### src/rtl/clk_div_prog_pkg.sv
// Shared constants for the programmable clock divider.
`timescale 1ns/1ps
package clk_div_prog_pkg;
   localparam int unsigned CNT_W_DEF     = 8;
   localparam int unsigned DEF_RATIO_DEF = 15;
   localparam int unsigned MIN_RATIO     = 2;
endpackage

### src/rtl/clk_div_prog_if.sv
// Control/status bundle between the divider and its user.
`timescale 1ns/1ps
interface clk_div_prog_if
   import clk_div_prog_pkg::*;
#(
   parameter int unsigned CNT_W = CNT_W_DEF
);
   logic             en;
   logic [CNT_W-1:0] ratio_in;
   logic             ratio_ld;
   logic             clk_div;
   logic             tick;
   logic             active;
   logic             pend;
   logic             err;

   modport master (
      output en, ratio_in, ratio_ld,
      input  clk_div, tick, active, pend, err
   );

   modport slave (
      input  en, ratio_in, ratio_ld,
      output clk_div, tick, active, pend, err
   );
endinterface

### src/rtl/clk_div_ctrl.sv
// Period counter, shadow/active ratio, pend/err flags and start/stop control.
`timescale 1ns/1ps
module clk_div_ctrl
   import clk_div_prog_pkg::*;
#(
   parameter int unsigned CNT_W     = CNT_W_DEF,
   parameter int unsigned DEF_RATIO = DEF_RATIO_DEF
) (
   input  logic             clk,
   input  logic             rst,
   input  logic             en,
   input  logic [CNT_W-1:0] ratio_in,
   input  logic             ratio_ld,
   output logic [CNT_W-1:0] cnt_nxt,
   output logic [CNT_W-1:0] ratio_nxt,
   output logic             run_nxt,
   output logic             ratio_odd,
   output logic             tick,
   output logic             active,
   output logic             pend,
   output logic             err
);
   localparam logic [CNT_W-1:0] DEF_R = CNT_W'(DEF_RATIO);
   localparam logic [CNT_W-1:0] MIN_R = CNT_W'(MIN_RATIO);

   logic [CNT_W-1:0] cnt_q, cnt_d;
   logic [CNT_W-1:0] ratio_q, ratio_d;
   logic [CNT_W-1:0] shadow_q, shadow_d;
   logic             pend_q, pend_d;
   logic             err_q, err_d;
   logic             active_q, active_d;
   logic             tick_q, tick_d;
   logic             boundary;
   logic             legal;
   logic             load_ok;

   always_comb begin
      boundary = active_q && (cnt_q == ratio_q - CNT_W'(1));
      legal    = (ratio_in >= MIN_R);
      load_ok  = ratio_ld && legal;
      cnt_d    = cnt_q;
      ratio_d  = ratio_q;
      shadow_d = shadow_q;
      pend_d   = pend_q;
      active_d = active_q;
      err_d    = err_q | (ratio_ld & ~legal);
      if (!active_q) begin
         // Idle: loads go straight to the active ratio, counter parked at 0.
         active_d = en;
         cnt_d    = '0;
         if (load_ok) begin
            ratio_d  = ratio_in;
            shadow_d = ratio_in;
            pend_d   = 1'b0;
         end
      end else if (boundary) begin
         active_d = en;
         cnt_d    = '0;
         if (load_ok) begin
            ratio_d  = ratio_in;
            shadow_d = ratio_in;
            pend_d   = 1'b0;
         end else if (pend_q) begin
            ratio_d = shadow_q;
            pend_d  = 1'b0;
         end
      end else begin
         cnt_d = cnt_q + CNT_W'(1);
         if (load_ok) begin
            shadow_d = ratio_in;
            pend_d   = 1'b1;
         end
      end
      tick_d = active_d && (cnt_d == '0);
   end

   always_ff @(posedge clk) begin
      if (rst) begin
         cnt_q    <= '0;
         ratio_q  <= DEF_R;
         shadow_q <= DEF_R;
         pend_q   <= 1'b0;
         err_q    <= 1'b0;
         active_q <= 1'b0;
         tick_q   <= 1'b0;
      end else begin
         cnt_q    <= cnt_d;
         ratio_q  <= ratio_d;
         shadow_q <= shadow_d;
         pend_q   <= pend_d;
         err_q    <= err_d;
         active_q <= active_d;
         tick_q   <= tick_d;
      end
   end

   always_comb begin
      cnt_nxt   = cnt_d;
      ratio_nxt = ratio_d;
      run_nxt   = active_d;
      ratio_odd = ratio_q[0];
      tick      = tick_q;
      active    = active_q;
      pend      = pend_q;
      err       = err_q;
   end
endmodule

### src/rtl/clk_div_prog.sv
// Programmable 50%-duty clock divider; odd ratios use a falling-edge retime flop.
`timescale 1ns/1ps
module clk_div_prog
   import clk_div_prog_pkg::*;
#(
   parameter int unsigned CNT_W     = CNT_W_DEF,
   parameter int unsigned DEF_RATIO = DEF_RATIO_DEF
) (
   input  logic           clk,
   input  logic           rst,
   clk_div_prog_if.slave  bus
);
   logic [CNT_W-1:0] cnt_nxt;
   logic [CNT_W-1:0] ratio_nxt;
   logic [CNT_W-1:0] half_nxt;
   logic             run_nxt;
   logic             ratio_odd;
   logic             q_p_q, q_p_d;
   logic             q_n_q, q_n_d;

   clk_div_ctrl #(
      .CNT_W     (CNT_W),
      .DEF_RATIO (DEF_RATIO)
   ) u_ctrl (
      .clk       (clk),
      .rst       (rst),
      .en        (bus.en),
      .ratio_in  (bus.ratio_in),
      .ratio_ld  (bus.ratio_ld),
      .cnt_nxt   (cnt_nxt),
      .ratio_nxt (ratio_nxt),
      .run_nxt   (run_nxt),
      .ratio_odd (ratio_odd),
      .tick      (bus.tick),
      .active    (bus.active),
      .pend      (bus.pend),
      .err       (bus.err)
   );

   // High phase spans ceil(N/2) counts of the period that the next count belongs to.
   always_comb begin
      half_nxt = (ratio_nxt >> 1) + CNT_W'(ratio_nxt[0]);
      q_p_d    = run_nxt && (cnt_nxt < half_nxt);
      q_n_d    = rst ? 1'b0 : q_p_q;
   end

   always_ff @(posedge clk) begin
      if (rst) q_p_q <= 1'b0;
      else     q_p_q <= q_p_d;
   end

   always_ff @(negedge clk) begin
      q_n_q <= q_n_d;
   end

   // Odd N: AND with the half-cycle-late copy trims half a cycle off the high phase.
   always_comb begin
      bus.clk_div = ratio_odd ? (q_p_q & q_n_q) : q_p_q;
   end
endmodule

### src/flat_wrapper.sv
// flat-port wrapper written by rule: the top's interface ports become plain ports
module clk_div_prog_flat import clk_div_prog_pkg::*;
#(
   parameter int unsigned CNT_W     = CNT_W_DEF,
   parameter int unsigned DEF_RATIO = DEF_RATIO_DEF
)
  (clk, rst, bus_en, bus_ratio_in, bus_ratio_ld, bus_clk_div, bus_tick, bus_active, bus_pend, bus_err);
  clk_div_prog_if #(.CNT_W(CNT_W)) bus_i ();
  input  logic clk;
  input  logic rst;
  input wire logic [$bits(bus_i.en)-1:0] bus_en;
  input wire logic [$bits(bus_i.ratio_in)-1:0] bus_ratio_in;
  input wire logic [$bits(bus_i.ratio_ld)-1:0] bus_ratio_ld;
  output wire logic [$bits(bus_i.clk_div)-1:0] bus_clk_div;
  output wire logic [$bits(bus_i.tick)-1:0] bus_tick;
  output wire logic [$bits(bus_i.active)-1:0] bus_active;
  output wire logic [$bits(bus_i.pend)-1:0] bus_pend;
  output wire logic [$bits(bus_i.err)-1:0] bus_err;
  assign bus_i.en = bus_en;
  assign bus_i.ratio_in = bus_ratio_in;
  assign bus_i.ratio_ld = bus_ratio_ld;
  assign bus_clk_div = bus_i.clk_div;
  assign bus_tick = bus_i.tick;
  assign bus_active = bus_i.active;
  assign bus_pend = bus_i.pend;
  assign bus_err = bus_i.err;
  clk_div_prog #(.CNT_W(CNT_W), .DEF_RATIO(DEF_RATIO)) u_core (.clk(clk), .rst(rst), .bus(bus_i));
endmodule
### config.mk
export PLATFORM = sky130hd
export DESIGN_NAME = clk_div_prog_flat
export DESIGN_NICKNAME = d
export VERILOG_FILES = /design/src/rtl/clk_div_prog_pkg.sv /design/src/rtl/clk_div_prog_if.sv /design/src/rtl/clk_div_ctrl.sv /design/src/rtl/clk_div_prog.sv /design/src/flat_wrapper.sv
export SDC_FILE = /design/constraint.sdc
export NUM_CORES = 1
export LEC_CHECK = 0
export ABC_AREA = 1
export BUFFER_PORTS_ARGS = -buffer_cell sky130_fd_sc_hd__buf_2
export CAP_MARGIN = 10
export CORE_MARGIN = 4
export CORE_UTILIZATION = 50
export DETAILED_ROUTE_END_ITERATION = 16
export PLACE_DENSITY = 0.73
export SYNTH_ARGS = -nofsm -noshare
export SYNTH_HDL_FRONTEND = slang
export SYNTH_HIERARCHICAL = 1
export SYNTH_SLANG_ARGS = --single-unit
### constraint.sdc
create_clock -name clk -period 7.95 [get_ports clk]
set_clock_uncertainty 0.1 [all_clocks]
set_input_delay 0.795 -clock clk [delete_from_list [all_inputs] [get_ports clk]]
set_output_delay 0.795 -clock clk [all_outputs]
set_load 0.005 [all_outputs]
==> summary.txt <==
status: finished clean
initial antenna violation count: 0
clk_lat worst skew: 0.29 ns
worst r2r src: u_core/q_p_q$_SDFF_PP0_
CP Class: flop to primary output
DRC Markers: 0
first-pass GRT wire length: 8690 um
TNS Setup: 0 ns
Async SR Flop Fraction: 0%
Rel. slew slack: 61.9%
area growth from synthesis to layout: 8.52%
max capacitance violation total: 0
Setup Buffers After CTS: 0
DP HPWL: 3960 um
GR Overflow Total: 0
number of antenna diodes: 0
WP data arrival: 4.88 ns
# IOs: 17
Synth Instances: 341
Initial Util: 53.2%
Max IR drop VDD: 0.0996 mV
total power divided by cell area: 160 nW/um^2
syn avg cell area: 6.46 um^2
CTS sink cnt: 30
worst-margin pin slew: 0.571 ns
startpoint types: flop
core area: 4140 um^2
Placer Congestion: 0.879
CP startpoint: u_core/q_n_q$_SDFF_NP0_
Ys Warns: 6
clock root buffer: clkbuf_8
Yosys top cell area share: 27.3%
Post-synth EDFFs: 0
Overall Global Routing Usage: 20.2%
HP Class: flop to flop
Crit-path slowest cell: dfxtp_1
TritonCTS clock tree: done
nets@finish: 378
CP peak stage delay: 0.31 ns
vias in the first global route: 1970
most frequent cell after synthesis: nand2_1
routed vias/inst: 5.34
DR iter-0 viols: 171
WL final: 5150 um
CP required: 7.05 ns
average wire per standard cell: 12.7 um
cts repair resizes: 0
crit-path max FO: 1
Final Setup Violations: 0
critical path capture point type: primary output
static leakage: 1.16 nW
library cells used by synthesis: 34
Rows: 23
Synth Register Bits: 30
crit-path cells: inv_1 -> a21oi_1 -> buf_2
DR vias: 2168
DRT antenna net count: 0
top post-synthesis cells by count: 89 x nand2_1, 40 x inv_1, 34 x nand3_1, 32 x nor2_1, 30 x dfxtp_1
largest area contributor in the netlist: dfxtp_1
H-Tree Depth: 2
final hold violations: 0
Final Max Tran Viols: 0
Main synth FF type: dfxtp_1
# hold bufs at CTS: 0
Seq/Total Area, Yosys: 27.3%
hold wc startpoint: u_core/u_ctrl/err$_SDFF_PP0_
RSZ-0062 raised after global routing: no
die area: 5530 um^2
largest cells by area after synthesis: dfxtp_1 27%, nand2_1 15%, nand3_1 7.7%
largest net degree at the start of global routing: 23
Longest Clk Path Bufs: 2
Synth Cell Area: 2200 um^2
layout cells sized above 1: 15.4%
# port buffers: 16
WHS: 0.346 ns
Num CTS Buffers: 5
Die H: 74.4 um
Worst-path clk slew: 0.07 ns
syn nets: 364
TritonRoute pass-1 iters: 4
die span in x: 74.4 um
## metal layers
layer  vias up  track usage, %  wire length, um
li1       1124               -                -
met1       985            27.6             2480
met2        52            31.8             2350
met3         7            3.38              267
met4         0            8.10               63
met5         -               0                0
## layout make-up
| class | count | area, um^2 |
|---|---|---|
| Timing Repair Buffer | 16 | 80.1 |
| Multi-Input combinational cell | 256 | 1380 |
| Inverter | 45 | 169 |
| Sequential cell | 30 | 601 |
| Clock buffer | 6 | 82.6 |
| Tap cell | 50 | 62.6 |
| Fill cell | 422 | 1750 |
| Clock inverter | 3 | 16.3 |
## placed cells by master (no fill, tap or decap), drive strengths merged
| cell type | n |
|---|---|
| clkinv | 1 |
| nand2 | 95 |
| ha | 11 |
| nand3b | 3 |
| o21ai | 17 |
| nand3 | 41 |
| nand4 | 7 |
| or2 | 5 |
| o21a | 1 |
| nor2 | 38 |
| xnor2 | 2 |
| xor2 | 8 |
| a21oi | 15 |
| and3 | 1 |
| nor3 | 9 |
| clkbuf | 6 |
| inv | 45 |
| dfxtp | 30 |
| nand2b | 1 |
| buf | 16 |
| clkinvlp | 2 |
| o31ai | 1 |
| o2111ai | 1 |
## final timing paths
check,to,slack [ns],cells after the start
max reg2reg,u_core/q_n_q$_SDFF_NP0_,3.41,2
max,bus_clk_div,2.18,3
min,u_core/u_ctrl/err$_SDFF_PP0_,0.35,2
min reg2reg,u_core/u_ctrl/err$_SDFF_PP0_,0.35,2
## stage by stage
stage / instances / total power, mW / worst slack (ns) / area [um^2] / utilization, %
floorplan: 341 / 0.234 / 2.63 / 2200 / -
global placement: 398 / 0.252 / 2.54 / 2300 / 55.4
detailed placement: 398 / 0.254 / 2.52 / 2300 / 55.4
CTS: 406 / 0.386 / 2.16 / 2390 / 57.7
global route: 406 / 0.409 / 2.11 / 2390 / 57.7
finish: 406 / 0.383 / 2.18 / 2390 / 57.7
## kinds of logic (layout without fill, tap and decap cells)
kind of cell	Yosys count	count (layout)	synth area share, %
fa+ha+maj	11	11	6.25
simple gates	200	200	43.6
compound gates	35	35	8.52
xor+xnor	10	10	4.32
buf+inv	55	70	10.1
flops	30	30	27.3
## worst max-delay path: cells and delay by family (launching register included)
kind,cells,cell delay [ns]
flops,1,0.31
buf+inv,2,0.16
compound gates,1,0.10
## state kept, by name, indices dropped and copies added (netlist names)
| register | flops |
|---|---|
| u_core/q_n_q | 1 |
| u_core/u_ctrl/tick | 1 |
| u_core/u_ctrl/active | 1 |
| u_core/u_ctrl/cnt_q | 8 |
| u_core/u_ctrl/pend | 1 |
| u_core/u_ctrl/ratio_q | 8 |
| u_core/u_ctrl/err | 1 |
| u_core/q_p_q | 1 |
| u_core/u_ctrl/shadow_q | 8 |
## power by group
part	switching (mW)	internal, mW
Clock	0.0639	0.0699
Combinational	0.0522	0.0294
Sequential	0.00930	0.159
Power figures use the tool's default switching activity.
